--- src/rtl/pipe_mem_sched.sv ---
// pipe_mem_sched: arbitrates the shared main memory between I-line fills,
// D-line fills and write-through stores, and drives the pipeline stage
// enables, flushes and bubbles for memory stalls, load-use, branches and halt.
module pipe_mem_sched #(
    parameter  int unsigned BLK_WORDS = 8,
    localparam int unsigned IDX_W     = $clog2(BLK_WORDS)
) (
    input  logic             clk,
    input  logic             rst,
    input  logic             i_miss,
    input  logic [15:0]      i_blk_addr,
    input  logic             d_miss,
    input  logic [15:0]      d_blk_addr,
    input  logic             d_wr_req,
    input  logic [15:0]      d_wr_addr,
    input  logic [15:0]      d_wr_data,
    input  logic             mem_rd_valid,
    input  logic             ex_mem_read,
    input  logic [3:0]       ex_dst,
    input  logic [3:0]       id_rs,
    input  logic [3:0]       id_rt,
    input  logic             id_uses_rt,
    input  logic             br_taken,
    input  logic             wb_halt,
    output logic             mem_en,
    output logic             mem_wr,
    output logic [15:0]      mem_addr,
    output logic [15:0]      mem_wdata,
    output logic             fill_we,
    output logic             fill_tgt,
    output logic [IDX_W-1:0] fill_idx,
    output logic             i_fill_done,
    output logic             d_fill_done,
    output logic             d_wr_ack,
    output logic             pc_write,
    output logic             if_id_write,
    output logic             id_ex_write,
    output logic             ex_mem_write,
    output logic             mem_wb_write,
    output logic             if_id_flush,
    output logic             id_ex_bubble
);

    localparam int unsigned AW    = 16;
    localparam int unsigned CNT_W = IDX_W + 1;
    localparam logic [CNT_W-1:0] ISS_END  = CNT_W'(BLK_WORDS);
    localparam logic [IDX_W-1:0] RET_LAST = IDX_W'(BLK_WORDS - 1);

    typedef enum logic [1:0] {
        IDLE   = 2'd0,
        FILL_D = 2'd1,
        FILL_I = 2'd2
    } state_t;

    state_t            state;
    logic [AW-1:0]     blk_base;
    logic [CNT_W-1:0]  iss_cnt;
    logic [IDX_W-1:0]  ret_cnt;
    logic              halt_q;

    logic              st_req;
    logic              dm_req;
    logic              im_req;
    logic [AW-1:0]     grant_base;
    logic              dstall;
    logic              istall;
    logic              lu;

    // Request qualification: a request whose ack/done is being pulsed this
    // cycle is already served; the requester drops it at the next edge.
    always_comb begin
        st_req     = d_wr_req & ~d_wr_ack;
        dm_req     = d_miss & ~d_fill_done;
        im_req     = i_miss & ~i_fill_done;
        grant_base = dm_req ? d_blk_addr : i_blk_addr;
    end

    // Memory FSM with registered memory/fill outputs; issue runs one step ahead
    // so that mem_en/mem_addr come straight from flops.
    always_ff @(posedge clk) begin
        if (rst) begin
            state       <= IDLE;
            blk_base    <= '0;
            iss_cnt     <= '0;
            ret_cnt     <= '0;
            halt_q      <= 1'b0;
            mem_en      <= 1'b0;
            mem_wr      <= 1'b0;
            mem_addr    <= '0;
            mem_wdata   <= '0;
            fill_we     <= 1'b0;
            fill_tgt    <= 1'b0;
            fill_idx    <= '0;
            i_fill_done <= 1'b0;
            d_fill_done <= 1'b0;
            d_wr_ack    <= 1'b0;
        end else begin
            mem_en      <= 1'b0;
            mem_wr      <= 1'b0;
            fill_we     <= 1'b0;
            i_fill_done <= 1'b0;
            d_fill_done <= 1'b0;
            d_wr_ack    <= 1'b0;
            if (wb_halt) begin
                halt_q <= 1'b1;
            end
            case (state)
                IDLE: begin
                    if (st_req) begin
                        mem_en    <= 1'b1;
                        mem_wr    <= 1'b1;
                        mem_addr  <= d_wr_addr;
                        mem_wdata <= d_wr_data;
                        d_wr_ack  <= 1'b1;
                    end else if (dm_req | im_req) begin
                        state    <= dm_req ? FILL_D : FILL_I;
                        fill_tgt <= dm_req;
                        blk_base <= grant_base;
                        mem_en   <= 1'b1;
                        mem_addr <= grant_base;
                        iss_cnt  <= CNT_W'(1);
                        ret_cnt  <= '0;
                    end
                end
                FILL_D, FILL_I: begin
                    if (iss_cnt < ISS_END) begin
                        mem_en   <= 1'b1;
                        mem_addr <= blk_base + AW'({iss_cnt, 1'b0});
                        iss_cnt  <= iss_cnt + CNT_W'(1);
                    end
                    if (mem_rd_valid) begin
                        fill_we  <= 1'b1;
                        fill_idx <= ret_cnt;
                        ret_cnt  <= ret_cnt + IDX_W'(1);
                        if (ret_cnt == RET_LAST) begin
                            state <= IDLE;
                            if (state == FILL_D) begin
                                d_fill_done <= 1'b1;
                            end else begin
                                i_fill_done <= 1'b1;
                            end
                        end
                    end
                end
                default: state <= IDLE;
            endcase
        end
    end

    // Stage enable / flush / bubble decode, highest priority first.
    always_comb begin
        dstall = d_miss | d_wr_req | (state == FILL_D);
        istall = i_miss | (state == FILL_I);
        lu     = ex_mem_read & (ex_dst != 4'd0) &
                 ((ex_dst == id_rs) | (id_uses_rt & (ex_dst == id_rt)));

        pc_write     = 1'b1;
        if_id_write  = 1'b1;
        id_ex_write  = 1'b1;
        ex_mem_write = 1'b1;
        mem_wb_write = 1'b1;
        if_id_flush  = 1'b0;
        id_ex_bubble = 1'b0;

        if (halt_q | dstall) begin
            pc_write     = 1'b0;
            if_id_write  = 1'b0;
            id_ex_write  = 1'b0;
            ex_mem_write = 1'b0;
            mem_wb_write = 1'b0;
        end else if (br_taken) begin
            if_id_flush  = 1'b1;
            id_ex_bubble = 1'b1;
        end else if (lu) begin
            pc_write     = 1'b0;
            if_id_write  = 1'b0;
            id_ex_bubble = 1'b1;
        end else if (istall) begin
            pc_write     = 1'b0;
            if_id_flush  = 1'b1;
        end
    end

endmodule

--- config.mk ---
export PLATFORM = sky130hd
export DESIGN_NAME = pipe_mem_sched
export DESIGN_NICKNAME = d
export VERILOG_FILES = /design/src/rtl/pipe_mem_sched.sv
export SDC_FILE = /design/constraint.sdc
export NUM_CORES = 1
export LEC_CHECK = 0
export ABC_AREA = 1
export BUFFER_PORTS_ARGS = -buffer_cell sky130_fd_sc_hd__buf_2
export CORE_MARGIN = 10
export CORE_UTILIZATION = 50
export CTS_CLUSTER_DIAMETER = 100
export CTS_CLUSTER_SIZE = 40
export DETAILED_ROUTE_END_ITERATION = 8
export PLACE_DENSITY = 0.82
export SLEW_MARGIN = 20
export SYNTH_ARGS = -nofsm -noshare
export SYNTH_HDL_FRONTEND = slang
export SYNTH_SLANG_ARGS = --single-unit
--- constraint.sdc ---
create_clock -name clk -period 3.2 [get_ports clk]
set_clock_uncertainty 0.2 [all_clocks]
set_input_delay 0.8 -clock clk [delete_from_list [all_inputs] [get_ports clk]]
set_output_delay 0.8 -clock clk [all_outputs]
set_load 0.005 [all_outputs]
==> metrics.md <==
| Metric | Value |
|---|---|
| Outcome | finished, final reports clean |
| Number of antenna diodes | 0 |
| Root buffer cell | clkbuf_8 |
| Final Hold Fails | 0 |
| HPWL after DPL | approximately 8700 um |
| Core Area | between 7000 and 8000 um2 |
| Die W | ~110 um |
| Global-route met2 utilization | approximately a third |
| Grt total ovfl | 0 |
| #FFs+latches synth | 67 |
| Psw | approximately 1400 uW |
| Met3 GRT Util | under 10% |
| Grt peak-use layer | met2 |
| Final worst path period share | 84.11% |
| Net Sw Frac | 40.26% |
| Mapped Area | between 3000 and 4000 um2 |
| Post CTS Setup Buffer Count | 0 |
| VDD IR-drop max | between 400 and 500 uV |
| CTS Hold Bufs | 0 |
| Cell taking the most area after synthesis | dfxtp_1 |
| PD cells | around 770 nW/um2 |
| Syn_area_per_cell | around 6.6 um2 |
| Clock power share | 24.3% |
| Met1 usage | 23.63% |
| Least-Margin Pin Slew | 756.3 ps |
| H-tree levels | 3 |
| Sequential area share after synthesis | between 30% and 40% |
| ANT nets after route | 0 |
| CTS tree | yes |
| Hold Crit Class | reg -> reg |
| Non-Filler Instances | between 700 and 800 |
| Fin nets | 772 |
| Rows | 31 |
| Synth Net Count | 645 |
| Post-Synth Adder-Cell Area | between 4 and 5% |
| Post-Synth Simple-Gate Area | approximately 29% |
| Crit start category | flop |
| Share of layout cells above drive strength 1 | between 20% and 30% |
| Worst skew pair latency | 350 ps |
| TritonRoute pass-1 iters | 5 |
| Reg power frac | ~35% |
| Vias per cell | about 5.3 |
| Antenna violations before repair | 0 |
| CTS Buffer Depth | 2 |
| Boundary pin count | roughly 140 |
| PortBufs | approximately 130 |
| Post-route DRC | 0 |
| Critical setup path kind | reg -> out |
| Reg clk slew, reported paths | 70 ps |
| Max-cap violations | 0 |
| RD Place Congestion | just over 0.9 |
| CP arrival | between 1500 and 2000 ps |
| Int Power | between 2000 and 2500 uW |
| RSZ-0062 raised after global routing | false |
| Syn-to-layout area delta | 26.34% |
| Post-synthesis mux area share | 0% |
| Crit-path slowest cell | dfxtp_1 |
| Placed Area | 4350 um2 |
| Worst Path Max Fanout | 5 |
| CP max stage delay | 360 ps |
| Worst-path cell chain | inv_1 -> ha_1 -> nor4_1 -> buf_4 -> a21boi_0 -> buf_2 |
| Clk sinks | 67 |
| Largest net degree at the start of global routing | 31 |
| Vias in the first global route | slightly above 4000 |
| Fmax | 371.5 MHz |
| Slew Viols, Final | 0 |
| Dpl ws | between 400 and 500 ps |
| Total GRT Usage | 20.55% |
| Yosys warns | 0 |
| Rel. slew slack | 49.53% |
| Share of the synthesized area in the top cell type | a little under two fifths |
| Critical path endpoint category | output pin |
| Largest family of logic cells by synthesized area | simple AND/OR/NAND/NOR gates |
| Largest cells by area after synthesis | dfxtp_1 37%, nand2_1 15%, a21oi_1 7.2% |
| Minimum clock period | 2692 ps |
| Via Count | roughly 4100 |
| DP Cell Count | roughly 760 |
| Distinct cells, synth | 34 |
| Fin Setup TNS | 0 ps |
| Total Wirelength | between 10000 and 15000 um |
| Num CTS Buffers | 9 |
| Total power | about 3500 uW |
| Die Area | roughly 11000 um2 |
| Post-DR wirelength/cell | between 10 and 15 um |
| Initial core utilization | ~51% |
| Resize count post-CTS | 0 |
| First-pass GRT wire length | ~19000 um |
| Synth Instances | 547 |
| Compound-Gate Fraction of Synth Area | about 20% |
| Final Setup Violations | 0 |
| Gate power share | roughly two fifths |
| Setup WS post-layout | 508.5 ps |
| P_leak | between 0.002 and 0.0025 uW |
| Xor/xnor cell area share of the yosys netlist | 1.446% |
| Fin area | about 4600 um2 |
| Worst Path Required | around 2200 ps |
| Iter 0 DRT Violations | ~240 |
| Die Y-Extent | roughly 110 um |
==> worst max-delay path: cells and delay by family, from the launching register on <==
family                   cells  cell delay, ps
buffers and inverters        3             400
flip-flops                   1             360
adder cells (fa/ha/maj)      1             220
AND/OR/NAND/NOR              1             200
AO/OA/AOI/OAI                1             160
==> registers in the layout, indices dropped and copies added (netlist names) <==
register and cells:
blk_base 16, mem_addr 16, mem_wdata 16, iss_cnt 4, fill_idx 3, ret_cnt 3, state 2, d_fill_done 1
d_wr_ack 1, fill_tgt 1, fill_we 1, halt_q 1, i_fill_done 1, mem_en 1
==> synthesized netlist by cell type (all sizes together) <==
library cell  number
o21bai             1
nor2              65
ha                11
nand3             27
dfxtp             67
fa                 1
xnor2              1
a311oi             1
nand2            151
nor4               2
xor2               5
a211oi             4
a21boi             2
nor3               3
nand4              3
and3               1
inv               48
buf               17
a21oi             52
clkbuf             9
a31oi             15
o21ai             60
nand3b             1
==> cell type report <==
cell class	count	area (um2)
Fill cell	660	2585
Multi-Input combinational cell	406	1969
Sequential cell	67	1341
Timing Repair Buffer	142	730.7
Inverter	48	185.2
Clock buffer	9	123.9
Tap cell	99	123.9
Clock inverter	7	116.4
==> metal layers <==
layer / share of wire [%] / vias to the layer above
li1: - / 2047
met1: 40 / 1879
met2: 49 / 145
met3: 9.1 / 18
met4: 1.7 / 0
met5: 0 / -
==> cell families after synthesis <==
kind of cell             count (synthesis)
AND/OR/NAND/NOR                        253
AO/OA/AOI/OAI                          135
buffers and inverters                   74
flip-flops                              67
adder cells (fa/ha/maj)                 12
XOR/XNOR                                 6
==> stage by stage <==
stage	hold slack, ps	utilization (%)
final	264.4	63.98
after detailed placement	252.3	60.63
after floorplan	238.3	-
after global routing	283.0	63.98
after global placement	248.8	60.63
after CTS	263.1	63.98
==> placed cells by master, fill, tap and decap left out, drive strengths merged <==
master    Yosys  final
clkbuf        9      9
fa            1      1
a211oi        4      4
o21ai        60     60
and3          1      1
a311oi        1      1
nand3b        1      1
buf          17    142
xor2          5      5
clkinvlp      0      1
nand3        27     27
ha           11     11
a31oi        15     15
xnor2         1      1
dfxtp        67     67
nor2         65     65
clkinv        0      3
a21oi        52     52
a21boi        2      2
inv          48     48
nand4         3      3
nor3          3      3
nand2       151    151
bufinv        0      3
nor4          2      2
o21bai        1      1
==> power groups by stage <==
| stage | sequential [uW] | clock (uW) | combinational (uW) |
|---|---|---|---|
| after floorplan | 1210 | 0 | 1000 |
| after global placement | 1220 | 0 | 1400 |
| after detailed placement | 1230 | 0 | 1440 |
| after CTS | 1210 | 866 | 1450 |
| after global routing | 1240 | 903 | 1660 |
| final | 1220 | 855 | 1450 |
==> path summary, 6_finish.rpt <==
kind | depth (start not counted) | endpoint | slack (ps) | from
hold reg to reg | 2 | fill_tgt | 260 | fill_tgt
hold / removal | 2 | fill_tgt | 260 | fill_tgt
setup / recovery | 6 | id_ex_bubble | 510 | state[1]
setup reg to reg | 9 | mem_addr[1] | 820 | state[0]
No activity file was read; power rests on OpenSTA's default activity.
